### src/rtl/tl_buf_pkg.sv
// Shared TileLink-UL definitions for the A/D channel buffer: opcodes, beat widths,
// field offsets and beat structs for the default bus configuration.
package tl_buf_pkg;

   localparam logic [2:0] A_GET             = 3'd4;
   localparam logic [2:0] A_PUT_FULL        = 3'd0;
   localparam logic [2:0] A_PUT_PARTIAL     = 3'd1;
   localparam logic [2:0] D_ACCESS_ACK      = 3'd0;
   localparam logic [2:0] D_ACCESS_ACK_DATA = 3'd1;

   function automatic int A_W(input int data_w, input int addr_w, input int src_w, input int size_w);
      return 3 + 3 + size_w + src_w + addr_w + data_w / 8 + data_w + 1;
   endfunction

   function automatic int D_W(input int data_w, input int src_w, input int size_w);
      return 3 + 2 + size_w + src_w + 1 + 1 + data_w + 1;
   endfunction

   // Occupancy counters stay at least one bit wide so a passthrough channel still has a port.
   function automatic int cnt_w(input int depth);
      return (depth > 0) ? $clog2(depth + 1) : 1;
   endfunction

   localparam int DEF_DATA_W = 64;
   localparam int DEF_ADDR_W = 30;
   localparam int DEF_SRC_W  = 7;
   localparam int DEF_SIZE_W = 4;

   localparam int A_CORRUPT_LSB = 0;
   localparam int A_DATA_LSB    = 1;
   localparam int A_MASK_LSB    = A_DATA_LSB + DEF_DATA_W;
   localparam int A_ADDR_LSB    = A_MASK_LSB + DEF_DATA_W / 8;
   localparam int A_SRC_LSB     = A_ADDR_LSB + DEF_ADDR_W;
   localparam int A_SIZE_LSB    = A_SRC_LSB + DEF_SRC_W;
   localparam int A_PARAM_LSB   = A_SIZE_LSB + DEF_SIZE_W;
   localparam int A_OPCODE_LSB  = A_PARAM_LSB + 3;

   localparam int D_CORRUPT_LSB = 0;
   localparam int D_DATA_LSB    = 1;
   localparam int D_DENIED_LSB  = D_DATA_LSB + DEF_DATA_W;
   localparam int D_SINK_LSB    = D_DENIED_LSB + 1;
   localparam int D_SRC_LSB     = D_SINK_LSB + 1;
   localparam int D_SIZE_LSB    = D_SRC_LSB + DEF_SRC_W;
   localparam int D_PARAM_LSB   = D_SIZE_LSB + DEF_SIZE_W;
   localparam int D_OPCODE_LSB  = D_PARAM_LSB + 2;

   typedef struct packed {
      logic [2:0]                opcode;
      logic [2:0]                param;
      logic [DEF_SIZE_W-1:0]     size;
      logic [DEF_SRC_W-1:0]      source;
      logic [DEF_ADDR_W-1:0]     address;
      logic [DEF_DATA_W/8-1:0]   mask;
      logic [DEF_DATA_W-1:0]     data;
      logic                      corrupt;
   } a_beat_t;

   typedef struct packed {
      logic [2:0]                opcode;
      logic [1:0]                param;
      logic [DEF_SIZE_W-1:0]     size;
      logic [DEF_SRC_W-1:0]      source;
      logic                      sink;
      logic                      denied;
      logic [DEF_DATA_W-1:0]     data;
      logic                      corrupt;
   } d_beat_t;

endpackage

### src/rtl/tl_channel_buffer_if.sv
// A/D handshake bundle for tl_channel_buffer; master is the environment side,
// slave is the buffer itself.
interface tl_channel_buffer_if #(
   parameter int DATA_W  = 64,
   parameter int ADDR_W  = 30,
   parameter int SRC_W   = 7,
   parameter int SIZE_W  = 4,
   parameter int A_DEPTH = 2,
   parameter int D_DEPTH = 2
);
   import tl_buf_pkg::*;

   localparam int AW = A_W(DATA_W, ADDR_W, SRC_W, SIZE_W);
   localparam int DW = D_W(DATA_W, SRC_W, SIZE_W);

   logic                        in_a_valid;
   logic                        in_a_ready;
   logic [AW-1:0]               in_a_bits;
   logic                        out_a_valid;
   logic                        out_a_ready;
   logic [AW-1:0]               out_a_bits;
   logic                        in_d_valid;
   logic                        in_d_ready;
   logic [DW-1:0]               in_d_bits;
   logic                        out_d_valid;
   logic                        out_d_ready;
   logic [DW-1:0]               out_d_bits;
   logic [cnt_w(A_DEPTH)-1:0]   a_count;
   logic [cnt_w(D_DEPTH)-1:0]   d_count;
   logic                        idle;

   modport master (
      output in_a_valid, in_a_bits, out_a_ready, in_d_valid, in_d_bits, out_d_ready,
      input  in_a_ready, out_a_valid, out_a_bits, in_d_ready, out_d_valid, out_d_bits,
      input  a_count, d_count, idle
   );

   modport slave (
      input  in_a_valid, in_a_bits, out_a_ready, in_d_valid, in_d_bits, out_d_ready,
      output in_a_ready, out_a_valid, out_a_bits, in_d_ready, out_d_valid, out_d_bits,
      output a_count, d_count, idle
   );

endinterface

### src/rtl/tl_buf_queue.sv
// Generic valid/ready FIFO, modulo-DEPTH pointers, DEPTH=0 is a wire; 1-cycle latency,
// or 0 when empty with TL_CHANNEL_BUFFER_FLOW_EN. in_ready drops only when full.
module tl_buf_queue
   import tl_buf_pkg::*;
#(
   parameter int WIDTH = 8,
   parameter int DEPTH = 2
) (
   input  logic                      clock,
   input  logic                      reset,
   input  logic                      in_valid,
   output logic                      in_ready,
   input  logic [WIDTH-1:0]          in_bits,
   output logic                      out_valid,
   input  logic                      out_ready,
   output logic [WIDTH-1:0]          out_bits,
   output logic [cnt_w(DEPTH)-1:0]   count
);

   generate
      if (DEPTH == 0) begin : g_pass
         assign out_valid = in_valid;
         assign in_ready  = out_ready;
         assign out_bits  = in_bits;
         assign count     = '0;
      end else begin : g_fifo
         localparam int PTR_W = (DEPTH > 1) ? $clog2(DEPTH) : 1;
         localparam int CW    = cnt_w(DEPTH);

         logic [WIDTH-1:0] mem [DEPTH];
         logic [PTR_W-1:0] wr_ptr;
         logic [PTR_W-1:0] rd_ptr;
         logic [CW-1:0]    cnt;
         logic             empty;
         logic             push;
         logic             pop;

         // Wrap at DEPTH-1 so non-power-of-two depths use every entry.
         function automatic logic [PTR_W-1:0] ptr_inc(input logic [PTR_W-1:0] p);
            return (p == PTR_W'(DEPTH - 1)) ? '0 : p + 1'b1;
         endfunction

         assign empty    = (cnt == '0);
         assign in_ready = (cnt < CW'(DEPTH));
         assign count    = cnt;

`ifdef TL_CHANNEL_BUFFER_FLOW_EN
         // Empty queue presents the incoming beat directly; taken the same cycle, it never lands.
         assign out_valid = !empty || in_valid;
         assign out_bits  = empty ? in_bits : mem[rd_ptr];
         assign push      = in_valid && in_ready && !(empty && out_ready);
         assign pop       = out_valid && out_ready && !empty;
`else
         assign out_valid = !empty;
         assign out_bits  = mem[rd_ptr];
         assign push      = in_valid && in_ready;
         assign pop       = out_valid && out_ready;
`endif

         always_ff @(posedge clock) begin
            if (reset) begin
               wr_ptr <= '0;
               rd_ptr <= '0;
               cnt    <= '0;
            end else begin
               if (push) wr_ptr <= ptr_inc(wr_ptr);
               if (pop)  rd_ptr <= ptr_inc(rd_ptr);
               case ({push, pop})
                  2'b10:   cnt <= cnt + 1'b1;
                  2'b01:   cnt <= cnt - 1'b1;
                  default: cnt <= cnt;
               endcase
            end
         end

         always_ff @(posedge clock) begin
            if (push && !reset) mem[wr_ptr] <= in_bits;
         end
      end
   endgenerate

endmodule

### src/rtl/tl_channel_buffer.sv
// TileLink-UL A/D channel buffer: independent FIFO per direction plus idle flag.
// Latency 1 cycle (0 when empty with TL_CHANNEL_BUFFER_FLOW_EN); in_*_ready low only when full.
module tl_channel_buffer
   import tl_buf_pkg::*;
#(
   parameter int DATA_W  = 64,
   parameter int ADDR_W  = 30,
   parameter int SRC_W   = 7,
   parameter int SIZE_W  = 4,
   parameter int A_DEPTH = 2,
   parameter int D_DEPTH = 2
) (
   input  logic               clock,
   input  logic               reset,
   tl_channel_buffer_if.slave bus
);

   localparam int AW = A_W(DATA_W, ADDR_W, SRC_W, SIZE_W);
   localparam int DW = D_W(DATA_W, SRC_W, SIZE_W);

   tl_buf_queue #(.WIDTH(AW), .DEPTH(A_DEPTH)) u_a_queue (
      .clock     (clock),
      .reset     (reset),
      .in_valid  (bus.in_a_valid),
      .in_ready  (bus.in_a_ready),
      .in_bits   (bus.in_a_bits),
      .out_valid (bus.out_a_valid),
      .out_ready (bus.out_a_ready),
      .out_bits  (bus.out_a_bits),
      .count     (bus.a_count)
   );

   tl_buf_queue #(.WIDTH(DW), .DEPTH(D_DEPTH)) u_d_queue (
      .clock     (clock),
      .reset     (reset),
      .in_valid  (bus.in_d_valid),
      .in_ready  (bus.in_d_ready),
      .in_bits   (bus.in_d_bits),
      .out_valid (bus.out_d_valid),
      .out_ready (bus.out_d_ready),
      .out_bits  (bus.out_d_bits),
      .count     (bus.d_count)
   );

   // Pending inputs count as activity so a gated clock wakes before the beat is lost.
   assign bus.idle = (bus.a_count == '0) && (bus.d_count == '0) &&
                     !bus.in_a_valid && !bus.in_d_valid;

endmodule

### src/flat_wrapper.sv
// flat-port wrapper written by rule: the top's interface ports become plain ports
module tl_channel_buffer_flat import tl_buf_pkg::*;
#(
   parameter int DATA_W  = 64,
   parameter int ADDR_W  = 30,
   parameter int SRC_W   = 7,
   parameter int SIZE_W  = 4,
   parameter int A_DEPTH = 2,
   parameter int D_DEPTH = 2
)
  (clock, reset, bus_in_a_valid, bus_in_a_bits, bus_out_a_ready, bus_in_d_valid, bus_in_d_bits, bus_out_d_ready, bus_in_a_ready, bus_out_a_valid, bus_out_a_bits, bus_in_d_ready, bus_out_d_valid, bus_out_d_bits, bus_a_count, bus_d_count, bus_idle);
  tl_channel_buffer_if #(.DATA_W(DATA_W), .ADDR_W(ADDR_W), .SRC_W(SRC_W), .SIZE_W(SIZE_W), .A_DEPTH(A_DEPTH), .D_DEPTH(D_DEPTH)) bus_i ();
  input  logic clock;
  input  logic reset;
  input wire logic [$bits(bus_i.in_a_valid)-1:0] bus_in_a_valid;
  input wire logic [$bits(bus_i.in_a_bits)-1:0] bus_in_a_bits;
  input wire logic [$bits(bus_i.out_a_ready)-1:0] bus_out_a_ready;
  input wire logic [$bits(bus_i.in_d_valid)-1:0] bus_in_d_valid;
  input wire logic [$bits(bus_i.in_d_bits)-1:0] bus_in_d_bits;
  input wire logic [$bits(bus_i.out_d_ready)-1:0] bus_out_d_ready;
  output wire logic [$bits(bus_i.in_a_ready)-1:0] bus_in_a_ready;
  output wire logic [$bits(bus_i.out_a_valid)-1:0] bus_out_a_valid;
  output wire logic [$bits(bus_i.out_a_bits)-1:0] bus_out_a_bits;
  output wire logic [$bits(bus_i.in_d_ready)-1:0] bus_in_d_ready;
  output wire logic [$bits(bus_i.out_d_valid)-1:0] bus_out_d_valid;
  output wire logic [$bits(bus_i.out_d_bits)-1:0] bus_out_d_bits;
  output wire logic [$bits(bus_i.a_count)-1:0] bus_a_count;
  output wire logic [$bits(bus_i.d_count)-1:0] bus_d_count;
  output wire logic [$bits(bus_i.idle)-1:0] bus_idle;
  assign bus_i.in_a_valid = bus_in_a_valid;
  assign bus_i.in_a_bits = bus_in_a_bits;
  assign bus_i.out_a_ready = bus_out_a_ready;
  assign bus_i.in_d_valid = bus_in_d_valid;
  assign bus_i.in_d_bits = bus_in_d_bits;
  assign bus_i.out_d_ready = bus_out_d_ready;
  assign bus_in_a_ready = bus_i.in_a_ready;
  assign bus_out_a_valid = bus_i.out_a_valid;
  assign bus_out_a_bits = bus_i.out_a_bits;
  assign bus_in_d_ready = bus_i.in_d_ready;
  assign bus_out_d_valid = bus_i.out_d_valid;
  assign bus_out_d_bits = bus_i.out_d_bits;
  assign bus_a_count = bus_i.a_count;
  assign bus_d_count = bus_i.d_count;
  assign bus_idle = bus_i.idle;
  tl_channel_buffer #(.DATA_W(DATA_W), .ADDR_W(ADDR_W), .SRC_W(SRC_W), .SIZE_W(SIZE_W), .A_DEPTH(A_DEPTH), .D_DEPTH(D_DEPTH)) u_core (.clock(clock), .reset(reset), .bus(bus_i));
endmodule
### config.mk
export PLATFORM = sky130hd
export DESIGN_NAME = tl_channel_buffer_flat
export DESIGN_NICKNAME = d
export VERILOG_FILES = /design/src/rtl/tl_buf_pkg.sv /design/src/rtl/tl_channel_buffer_if.sv /design/src/rtl/tl_buf_queue.sv /design/src/rtl/tl_channel_buffer.sv /design/src/flat_wrapper.sv
export SDC_FILE = /design/constraint.sdc
export NUM_CORES = 1
export LEC_CHECK = 0
export ABC_AREA = 1
export ABC_CLOCK_PERIOD_IN_PS = 24300
export CAP_MARGIN = 0
export CORE_ASPECT_RATIO = 0.7
export CORE_UTILIZATION = 57
export DETAILED_ROUTE_END_ITERATION = 10
export DONT_BUFFER_PORTS = 1
export PLACE_DENSITY = 0.76
export SLEW_MARGIN = 25
export SYNTH_ARGS = -nofsm -noshare
export SYNTH_HDL_FRONTEND = slang
export SYNTH_SLANG_ARGS = --single-unit
### constraint.sdc
create_clock -name clock -period 24.3 [get_ports clock]
set_input_delay 1.215 -clock clock [delete_from_list [all_inputs] [get_ports clock]]
set_output_delay 1.215 -clock clock [all_outputs]
set_load 0.01 [all_outputs]
# Word-level counts from Yosys, hierarchy flattened
# Memories as Yosys holds them, arrays and structs flattened. A register that Yosys moved wholly into a read port is not among the register bits.
# Cells that the tools add are included.
[totals] mem_bits_ro=0 word_cells=54 n_memories=2 out_inout_bits=212 register_bits=8 input_bits=209 latchBits=0 ramBits=406
[op_classes] n_bitwise=0 order_cmp=2 shifts=0 mul=0 div_mod_pow=0 muxes=14 n_eq_ne=4 add_sub_neg=8 reduce_logical=18
[mem_list] name="u_core.u_a_queue.g_fifo.mem" words=2 width=120 rd=1 rd_clocked_by_memory_dff=1 write_ports=1 line_no="tl_buf_queue.sv:30" text="logic [WIDTH-1:0] mem [DEPTH];"
[mem_list] name="u_core.u_d_queue.g_fifo.mem" words=2 width=83 rd=1 rd_clocked_by_memory_dff=1 write_ports=1 line_no="tl_buf_queue.sv:30"
[op_table] op="1-bit two-way mux" count=12
[op_table] op="1-bit logical AND" count=9
[op_table] op="2-bit case mux with 2 select lines" count=2
[op_table] op="1-bit logical NOT" count=5
[op_table] op="1-bit adder, second input constant" count=4
[op_table] op="2-bit by 1-bit adder with 2-bit output, second input constant" count=2
[op_table] op="2-bit by 1-bit == test with 1-bit output, second input constant" count=2
[op_table] op="2-bit == test, second input constant" count=2
[op_table] op="2-bit logical NOT" count=2
[op_table] op="2-bit less-than comparator, second input constant" count=2
[op_table] op="2-bit nonzero test" count=2
[op_table] op="2-bit by 1-bit subtractor with 2-bit output, second input constant" count=2

# Logic depth before layout (Yosys ltp)
[depth] word_depth=5 mapped_depth=10 mapped_depth_nobuf=10

# Cells and area by module
# From an unflattened synthesis, not the netlist that was laid out.
[unflattened] cells_unflattened=710 area_unflattened_um2=15529.9
[by_module_without_submodules] module="tl_buf_queue at u_core.u_a_queue" cells_each=410 n_inst=1 area_each_um2=8931.1 seq_area_each_um2=7307.0
[by_module_without_submodules] module="tl_buf_queue at u_core.u_d_queue" cells_each=295 n_inst=1 area_each_um2=6577.6 seq_area_each_um2=5084.9
[by_module_without_submodules] module="tl_channel_buffer" cells_each=5 n_inst=1 area_each_um2=21.3 seq_area_each_um2=0.0

# Least setup slack after synthesis
# Ideal clock, no wire load.
[synth_timing] kind="input to register" start="in bus_in_a_valid" end="mem u_core.u_a_queue.g_fifo.mem[1][0] (netlist bit) (enable)" setup_slack_ps=14156 cell_stages=2 required_time_ps=23554 path_buffers=0 setup_time_ps=746 arrival_ps=9398 cell_sequence="nand2_1 > nor3_1"
[synth_between] elab_chain_len=4
[synth_lines] element="from (decl)" line_no="flat_wrapper.sv:15" text="input wire logic [$bits(bus_i.in_a_valid)-1:0] bus_in_a_valid;"
[synth_lines] element="1-bit logical AND" line_no="tl_buf_queue.sv:56" text="assign push = in_valid && in_ready;"
[synth_lines] element="1-bit logical AND" line_no="tl_buf_queue.sv:77" text="if (push && !reset) mem[wr_ptr] <= in_bits;"
[synth_lines] element="1-bit two-way mux" line_no="tl_buf_queue.sv:77"
[synth_lines] element="1-bit two-way mux (not written as such)" line_no="tl_buf_queue.sv:77"
[synth_lines] element="to (decl)" line_no="tl_buf_queue.sv:30"
# No other way between the ends.

==> summary.md <==
| Metric | Value |
|---|---|
| Min-delay worst type | `reg -> reg` |
| Syn Nets | `slightly above 900` |
| Unique masters post-synth | `15` |
| Sequential area share after synthesis | `0.8158` |
| Final min period | `between 3 and 4 ns` |
| Starting Density | `0.5857` |
| RD Place Congestion | `0.8971` |
| Via count | `approximately 6,400` |
| Multi-input gate area | `approximately 2500 um2` |
| Post-CTS setup buffer count | `0` |
| Core Box Area | `between 20,000 and 30,000 um2` |
| RSZ-0062 raised after global routing | `no` |
| Gr ovfl total | `0` |
| Syn avg cell area | `21.48 um2` |
| IO Port Bufs | `0` |
| Final period util | `0.1570` |
| CTS clk-pin slew, worst paths | `~0.060 ns` |
| PostCTS Resize Cnt | `0` |
| # IOs | `421` |
| Maximum root-to-sink buffer count | `3` |
| Storage element area | `approximately 12,000 um2` |
| Skew-Pair Late Insertion Delay | `between 0.5 and 0.6 ns` |
| Row Count | `between 40 and 50` |
| Synth top area cells | `edfxtp_1 (80%), mux2_2 (15%), buf_6 (1.3%), dfxtp_1 (1.3%), nor2_1 (0.44%)` |
| Synthesized area | `15,190 um2` |
| Worst Path Class, Setup | `reg -> out` |
| Die width | `between 150 and 200 um` |
| Max_slew headroom | `0.3228` |
| First-pass GRT wire length | `41,300 um` |
| Fin Clk Skew | `0.01012 ns` |
| Final Max Slew Viols | `0` |
| Post-synth top area share | `0.8026` |
| Nets | `944` |
| Startpoint Class | `register` |
| Yosys Warn Count | `0` |
| TritonCTS clock tree | `yes` |
| Final ANT Viol Nets | `0` |
| Critical path fanouts, max | `80` |
| #FFs+latches synth | `416` |
| DRC | `0` |
| Antenna violations before repair | `4` |
| Pwr Density | `roughly 100 nW/um2` |
| Worst slew pin tran | `1.016 ns` |
| Worst EP arrival | `approximately 2.6 ns` |
| Root Buffer | `clkbuf_16` |
| TritonCTS Buffers | `38` |
| Crit. End Element | `output pin` |
| Wire length per cell | `25.77 um` |
| Mapped Cells | `707` |
| Detailed placement HPWL | `19,810 um` |
| Fin Setup TNS | `0 ns` |
| Total GRT Usage | `0.2074` |
| Cts hold-fix bufs | `0` |
| Filler Cell Count | `roughly 1,700` |
| Max_cap viols | `0` |
| Die H | `between 100 and 150 um` |
| Fmax | `262.1 MHz` |
| Run status | `complete, no violations` |
| IR drop worst, VDD | `0.06987 mV` |
| Vias in the first global route | `6,662` |
| Fin Hold WS | `0.4874 ns` |
| Largest net degree at the start of global routing | `85` |
| Iter 0 DRT Violations | `approximately 350` |
| Area grow syn2layout | `10.42%` |
| Maximum level of the CTS H-tree | `2` |
| Critical Path RT | `roughly 23 ns` |
| Via/cell ratio | `between 5 and 6` |
| Initial DRT Pass Iterations | `4` |
| Die area | `27,320 um2` |
| Ratio of cells with drive above 1 in the final layout | `0.3535` |
| Clock sinks | `~420` |
| Fin. Hold Viols | `0` |
| Yosys top cell by area | `edfxtp_1` |
| Overall routed net length | `approximately 29,000 um` |
| Static Leak | `about 0.0054 uW` |
| Final setup violating endpoints | `0` |
==> stage by stage <==
stage / setup WS, ns / cell area (um2) / power [uW] / utilization / cells
finish: 20.48 / 16770 / 1676 / 0.6467 / 1124
global route: 20.34 / 16770 / 1731 / 0.6467 / 1124
CTS: 20.44 / 16720 / 1686 / 0.6447 / 1117
detailed placement: 20.99 / 15500 / 1110 / 0.5975 / 1049
global placement: 21.08 / 15500 / 1101 / 0.5975 / 1049
floorplan: 14.16 / 15190 / 1084 / - / 707
==> state kept, by name, summed over array words and instances, names as in the netlist, named ones only <==
signal / flops
u_core.u_a_queue.g_fifo.mem: 240
u_core.u_d_queue.g_fifo.mem: 166
u_core.u_a_queue.count: 2
u_core.u_d_queue.count: 2
u_core.u_a_queue.g_fifo.rd_ptr: 1
u_core.u_a_queue.g_fifo.wr_ptr: 1
u_core.u_d_queue.g_fifo.rd_ptr: 1
u_core.u_d_queue.g_fifo.wr_ptr: 1
==> power by group <==
group / switching [uW] / internal [uW]
Sequential: 27.4 / 848
Clock: 240 / 340
Combinational: 133 / 87.0
Total: 400 / 1280
==> cells in the final DEF (no fill, tap or decap), types with 5 or more instances in the layout <==
master,count
dfxtp_1,8
clkinv_2,6
mux2_2,203
clkbuf_16,41
nand2_1,16
edfxtp_1,406
nor2_1,16
clkinv_1,5
diode_2,6
clkbuf_1,11
inv_1,15
==> final cells by class <==
class	count	share of cell area
timing repair buffer	8	0.005446
multi-input combinational	254	0.1515
tap	357	0.02663
sequential	416	0.7393
antenna	6	0.0008952
clock buffer	52	0.06363
clock inverter	16	0.009250
inverter	15	0.003357
==> cells by family (layout without fill, tap and decap cells) <==
kind of cell | count (synthesis) | after routing | share of synthesized area
buffers and inverters | 37 | 91 | 0.01853
AND/OR/NAND/NOR | 42 | 42 | 0.01120
adder cells (fa/ha/maj) | 2 | 2 | 0.001647
other | 0 | 6 | 0
AO/OA/AOI/OAI | 7 | 7 | 0.002306
multiplexers | 203 | 203 | 0.1505
flip-flops | 416 | 416 | 0.8158
==> synth_stat cells, drive strengths merged <==
cell type and n:
nor2 18, nand4 2, ha 2, dfxtp 10
nand3 3, edfxtp 406, inv 15, mux2 203
nor3 3, buf 22, a21oi 4, nand2 16
o21ai 3
==> routing by layer <==
layer,part of all wire,vias up,routed length (um),global-route usage
met3,0.098,75,2825,0.08731
met5,0.00031,-,9,0
met1,0.35,3245,10100,0.2265
met2,0.51,293,14820,0.3500
li1,-,2828,-,-
met4,0.042,2,1217,0.09914
==> worst paths after layout <==
check	from	to	slack (ns)	cells past startpoint
min	u_core.u_a_queue.g_fifo.wr_ptr	u_core.u_a_queue.g_fifo.wr_ptr	0.49	2
min reg2reg	u_core.u_a_queue.g_fifo.wr_ptr	u_core.u_a_queue.g_fifo.wr_ptr	0.49	2
max reg2reg	u_core.u_a_queue.count[1]	u_core.u_a_queue.g_fifo.mem[0][20]	21.62	5
max	register	bus_out_a_bits[23]	20.48	2
==> critical path, cell delays in order, from the launching register on <==
cell and delay [ns]:
dfxtp_4 0.68, buf_4 0.84, mux2_2 0.46
(Power assumes the default switching activity.)
